$ cat src/rtl/minesweeper_pkg.sv
// Shared types and screen constants for the minesweeper video path.
// Used by the plot arbiter and its clear sweeper.
package minesweeper_pkg;

  typedef enum logic [1:0] {
    CLEAR    = 2'd0,
    IDLE     = 2'd1,
    GRANT_B  = 2'd2,
    GRANT_WL = 2'd3
  } arb_state_t;

  localparam int          SCREEN_W   = 160;
  localparam int          SCREEN_H   = 120;
  localparam int          COLOUR_W   = 3;
  localparam logic [1:0]  WL_PLAYING = 2'b00;

endpackage

$ cat src/rtl/clear_sweeper.sv
// Raster counter that walks every pixel of the screen once per sweep,
// wrapping back to (0,0) after the final pixel.
module clear_sweeper #(
  parameter int CX_W = 8,
  parameter int CY_W = 7,
  parameter int W    = 160,
  parameter int H    = 120
) (
  input  logic            clock,
  input  logic            reset,
  input  logic            start,
  input  logic            en,
  output logic [CX_W-1:0] cx,
  output logic [CY_W-1:0] cy,
  output logic            last
);

  logic [CX_W-1:0] cx_d, cx_q;
  logic [CY_W-1:0] cy_d, cy_q;
  logic            row_end;
  logic            col_end;

  assign row_end = (cx_q == CX_W'(W - 1));
  assign col_end = (cy_q == CY_W'(H - 1));

  // start wins over en so a restart always lands exactly on (0,0)
  always_comb begin
    cx_d = cx_q;
    cy_d = cy_q;
    if (start) begin
      cx_d = '0;
      cy_d = '0;
    end else if (en) begin
      if (row_end) begin
        cx_d = '0;
        cy_d = col_end ? '0 : cy_q + CY_W'(1);
      end else begin
        cx_d = cx_q + CX_W'(1);
      end
    end
  end

  always_ff @(posedge clock) begin
    if (reset) begin
      cx_q <= '0;
      cy_q <= '0;
    end else begin
      cx_q <= cx_d;
      cy_q <= cy_d;
    end
  end

  assign cx   = cx_q;
  assign cy   = cy_q;
  assign last = row_end && col_end;

endmodule

$ cat src/rtl/plot_arbiter.sv
// Owns the VGA plot port: clears the screen after reset or a game-result
// change, then grants whole draw bursts to the board or win/lose drawer.
module plot_arbiter
  import minesweeper_pkg::*;
#(
  parameter int                  X_W          = 8,
  parameter int                  Y_W          = 7,
  parameter int                  SCREEN_W     = minesweeper_pkg::SCREEN_W,
  parameter int                  SCREEN_H     = minesweeper_pkg::SCREEN_H,
  parameter int                  X_OFF        = 1,
  parameter int                  Y_OFF        = 1,
  parameter logic [COLOUR_W-1:0] CLEAR_COLOUR = 3'b000
) (
  input  logic                clock,
  input  logic                reset,
  input  logic [1:0]          wl,
  input  logic                b_req,
  input  logic [X_W-1:0]      b_x,
  input  logic [Y_W-1:0]      b_y,
  input  logic [COLOUR_W-1:0] b_colour,
  input  logic                b_plot,
  input  logic                b_done,
  output logic                b_grant,
  input  logic                wl_req,
  input  logic [X_W-1:0]      wl_x,
  input  logic [Y_W-1:0]      wl_y,
  input  logic [COLOUR_W-1:0] wl_colour,
  input  logic                wl_plot,
  input  logic                wl_done,
  output logic                wl_grant,
  output logic [X_W-1:0]      x_out,
  output logic [Y_W-1:0]      y_out,
  output logic [COLOUR_W-1:0] colour_out,
  output logic                plot_out,
  output logic                clearing
);

  arb_state_t          state_d, state_q;
  logic [1:0]          wl_prev_q;
  logic                wl_chg;
  logic [X_W-1:0]      x_out_d, x_out_q;
  logic [Y_W-1:0]      y_out_d, y_out_q;
  logic [COLOUR_W-1:0] colour_out_d, colour_out_q;
  logic                plot_out_d, plot_out_q;
  logic [X_W-1:0]      cx;
  logic [Y_W-1:0]      cy;
  logic                sweep_last;
  logic                sweep_en;

  assign wl_chg   = (wl != wl_prev_q);
  assign sweep_en = (state_q == CLEAR) && !wl_chg;

  clear_sweeper #(
    .CX_W (X_W),
    .CY_W (Y_W),
    .W    (SCREEN_W),
    .H    (SCREEN_H)
  ) u_sweeper (
    .clock (clock),
    .reset (reset),
    .start (wl_chg),
    .en    (sweep_en),
    .cx    (cx),
    .cy    (cy),
    .last  (sweep_last)
  );

  // A result change aborts whatever is happening, including its pixel
  always_comb begin
    state_d      = state_q;
    x_out_d      = x_out_q;
    y_out_d      = y_out_q;
    colour_out_d = colour_out_q;
    plot_out_d   = 1'b0;
    if (wl_chg) begin
      state_d = CLEAR;
    end else begin
      case (state_q)
        CLEAR: begin
          x_out_d      = cx;
          y_out_d      = cy;
          colour_out_d = CLEAR_COLOUR;
          plot_out_d   = 1'b1;
          if (sweep_last) state_d = IDLE;
        end
        IDLE: begin
          if (wl != WL_PLAYING && wl_req)      state_d = GRANT_WL;
          else if (wl == WL_PLAYING && b_req) state_d = GRANT_B;
        end
        GRANT_B: begin
          x_out_d      = b_x + X_W'(X_OFF);
          y_out_d      = b_y + Y_W'(Y_OFF);
          colour_out_d = b_colour;
          plot_out_d   = b_plot;
          if (b_done) state_d = IDLE;
        end
        GRANT_WL: begin
          x_out_d      = wl_x + X_W'(X_OFF);
          y_out_d      = wl_y + Y_W'(Y_OFF);
          colour_out_d = wl_colour;
          plot_out_d   = wl_plot;
          if (wl_done) state_d = IDLE;
        end
        default: state_d = CLEAR;
      endcase
    end
  end

  always_ff @(posedge clock) begin
    wl_prev_q <= wl;
    if (reset) begin
      state_q      <= CLEAR;
      x_out_q      <= '0;
      y_out_q      <= '0;
      colour_out_q <= '0;
      plot_out_q   <= 1'b0;
    end else begin
      state_q      <= state_d;
      x_out_q      <= x_out_d;
      y_out_q      <= y_out_d;
      colour_out_q <= colour_out_d;
      plot_out_q   <= plot_out_d;
    end
  end

  assign b_grant    = (state_q == GRANT_B);
  assign wl_grant   = (state_q == GRANT_WL);
  assign clearing   = (state_q == CLEAR);
  assign x_out      = x_out_q;
  assign y_out      = y_out_q;
  assign colour_out = colour_out_q;
  assign plot_out   = plot_out_q;

endmodule

$ cat config.mk
export PLATFORM = sky130hd
export DESIGN_NAME = plot_arbiter
export DESIGN_NICKNAME = d
export VERILOG_FILES = /design/src/rtl/minesweeper_pkg.sv /design/src/rtl/clear_sweeper.sv /design/src/rtl/plot_arbiter.sv
export SDC_FILE = /design/constraint.sdc
export NUM_CORES = 1
export LEC_CHECK = 0
export ABC_AREA = 1
export ABC_CLOCK_PERIOD_IN_PS = 3300
export BUFFER_PORTS_ARGS = -buffer_cell sky130_fd_sc_hd__buf_2
export CAP_MARGIN = 5
export CORE_MARGIN = 10
export CORE_UTILIZATION = 25
export CTS_CLUSTER_DIAMETER = 100
export DETAILED_ROUTE_END_ITERATION = 6
export PLACE_DENSITY = 0.49
export SETUP_SLACK_MARGIN = 0.1
export SLEW_MARGIN = 10
export SYNTH_ARGS = -nofsm -noshare
export SYNTH_HDL_FRONTEND = slang
export SYNTH_SLANG_ARGS = --single-unit
$ cat constraint.sdc
create_clock -name clock -period 3.3 [get_ports clock]
set_input_delay 0.495 -clock clock [delete_from_list [all_inputs] [get_ports clock]]
set_output_delay 0.495 -clock clock [all_outputs]
set_load 0.01 [all_outputs]
==> summary.txt <==
Power
  – Lkg Pwr: 0.00122 uW
  – VDD IR max: 0.117 mV
  – Cell Pwr Density: 347 nW/um^2

Synth
  – Synth Register Bits: 38
  – Post-synth ARST share: 0%
  – Most common cell in the synthesized netlist: nand2_1
  – Area leader, netlist: dfxtp_1
  – Synth top area share: 32.8%
  – Synth area leaders: dfxtp_1 33%, nand2_1 13%, a21oi_1 8.9%
  – Top FF cell, synth: dfxtp_1
  – Synth Cell Area: 2320 um^2
  – Synthesized area per cell: 6.78 um^2
  – Sequential element share of the synthesized area: 32.8%
  – Yosys Warn Count: 0
  – Synthesized net count: 392
  – Cell count after synthesis: 342
  – Synth cell count leaders: 78 x nand2_1, 41 x a21oi_1, 38 x dfxtp_1
  – Post-synth cell types: 34
  – Number of synthesized flops with an enable pin: 0

Clock tree
  – Clock Sinks: 38
  – Clock Path Buffers: 2
  – Number of setup buffers added after CTS: 0
  – H-Tree Depth: 2
  – Post-cts hold buffer count: 0
  – Number of buffers created by CTS: 5
  – TritonCTS clock tree: yes
  – CTS root buffer: clkbuf_8
  – Clock transition at the registers of the reported paths: 0.08 ns
  – Post-CTS Resized: 0
  – Clock Latency Late Sink: 0.29 ns

Place
  – Input/output buffers: 67
  – Placer Congestion: 0.834
  – Place WS: 0.991 ns
  – Post-DP Area: 2720 um^2
  – Dpl hpwl: 5570 um

Setup path
  – Worst Path Arrival: 2.48 ns
  – Crit end category: register
  – Req. time, crit path: 3.48 ns
  – Critical path type: reg -> reg
  – CP Max Fanout: 19
  – CP startpoint kind: register

Global routing
  – Grt total ovfl: 0
  – GRT Resource Usage Total: 10.8%
  – Largest net degree at the start of global routing: 24
  – Vias in the first global route: 2319
  – First-pass GRT wire length: 11700 um
  – Initial antenna violation count: 0

Floorplan
  – # IOs: 68
  – Die height: 116 um
  – CORE AREA: 9150 um^2
  – Die X: 116 um
  – Die area: 13500 um^2
  – Num rows: 35
  – Initial Utilization: 25.3%

Detailed routing
  – Via count: 2359
  – Drt total wl: 7090 um
  – DRT iter0 DRCs: 157
  – Antenna Nets Post-Route: 0
  – Via density: 4.56
  – Drt first pass iters: 6
  – Wirelength per Cell: 13.7 um
  – DRC Markers: 0

Timing
  – Max-slew violation count: 0
  – Fin Setup TNS: 0 ns
  – Final Hold Viols: 0
  – Crit share post-route: 69.5%
  – Hold WS: 0.336 ns
  – RSZ-0062 raised after global routing: false
  – Relative slew slack: 51.5%
  – Worst Skew: 0.00546 ns
  – Min Tclk post-route: 2.29 ns
  – FMAX: 0.436 GHz
  – Setup ws final: 1.01 ns
  – Endpoints failing setup: 0
  – Actual slew at the worst max-slew pin: 0.726 ns

Job
  – Max Cap Viol: 0

Layout
  – Layout cell share with drive strength beyond 1: 28.3%
  – FILL cells: 1004
  – Diodes inserted: 0
  – Fin area: 2810 um^2
  – P&R area growth vs syn: 21.2%
  – Total Nets Final: 455

Status
  – Outcome: finished clean

Worst hold path
  – Hold WC Path Type: in -> reg
-- power breakdown --
group	switching, uW	total [uW]	internal (uW)	leakage, uW
clock network	171	340	169	0.0000482
registers	10.3	487	477	0.000309
logic	89.5	148	58.5	0.000861
-- flip-flops by register name, indices dropped and copies added, names as in the netlist --
register	count
u_sweeper.cy	7
x_out	8
y_out	7
colour_out	3
state_q	2
plot_out	1
wl_prev_q	2
u_sweeper.cx	8
-- per-stage QoR --
step                      std cells  util, %  power, uW
final                           517     30.7        976
after global routing            517     30.7       1030
after CTS                       517     30.7        995
after detailed placement        509     29.7        648
after global placement          509     29.7        647
after floorplan                 342        -        582
-- metal layers --
layer / track usage [%] / vias up / part of all wire [%]
met5: 0 / - / 0
met4: 3.42 / 0 / 0.96
met3: 3.29 / 6 / 7.4
met2: 17.3 / 47 / 45
met1: 13.6 / 1056 / 47
li1: - / 1250 / -
-- worst max-delay path: stages, from the launching register on --
cell and delay (ns):
dfxtp_1 0.80, nand2_4 0.32, clkinv_2 0.20, nand2_1 0.10, nand2_2 0.08, ha_1 0.19
nand2_2 0.08, nor2_1 0.12, a21oi_1 0.08, o21ai_0 0.12, a21oi_1 0.08
-- placed cells by master (no fill, tap or decap), drive strengths merged, types with 4 or more instances in the layout --
| cell type | count |
|---|---|
| nor3 | 6 |
| ha | 4 |
| inv | 33 |
| a31oi | 6 |
| nand3 | 25 |
| buf | 68 |
| o21ai | 31 |
| a21oi | 42 |
| dfxtp | 38 |
| nand2 | 95 |
| xor2 | 5 |
| nor2 | 29 |
| clkbuf | 7 |
-- cells by family (layout without fill, tap and decap cells) --
kind of cell / after synthesis / count (layout) / synth area share [%]
AND/OR/NAND/NOR: 163 / 163 / 34.2
AO/OA/AOI/OAI: 82 / 82 / 18.6
buffers and inverters: 47 / 111 / 9.23
flip-flops: 38 / 38 / 32.8
XOR/XNOR: 8 / 8 / 3.02
adder cells (fa/ha/maj): 4 / 4 / 2.16
-- path summary, 6_finish.rpt --
path	from	slack [ns]	endpoint	cells past startpoint
max	state_q[0]	1.01	y_out[4]	10
max reg2reg	state_q[0]	1.01	y_out[4]	10
min	wl[0]	0.34	wl_prev_q[0]	1
min reg2reg	x_out[5]	0.47	x_out[5]	2
-- layout make-up --
| cell class | instances | area, um^2 | share of cell area (%) |
|---|---|---|---|
| clock buffers | 7 | 86.3 | 3.07 |
| repair buffers | 68 | 343 | 12.2 |
| clock inverters | 1 | 5.00 | 0.178 |
| multi-input cells | 257 | 1340 | 47.8 |
| well taps | 111 | 139 | 4.94 |
| inverters | 35 | 133 | 4.72 |
| flip-flops and latches | 38 | 761 | 27.1 |
No activity file was read; power rests on OpenSTA's default activity.
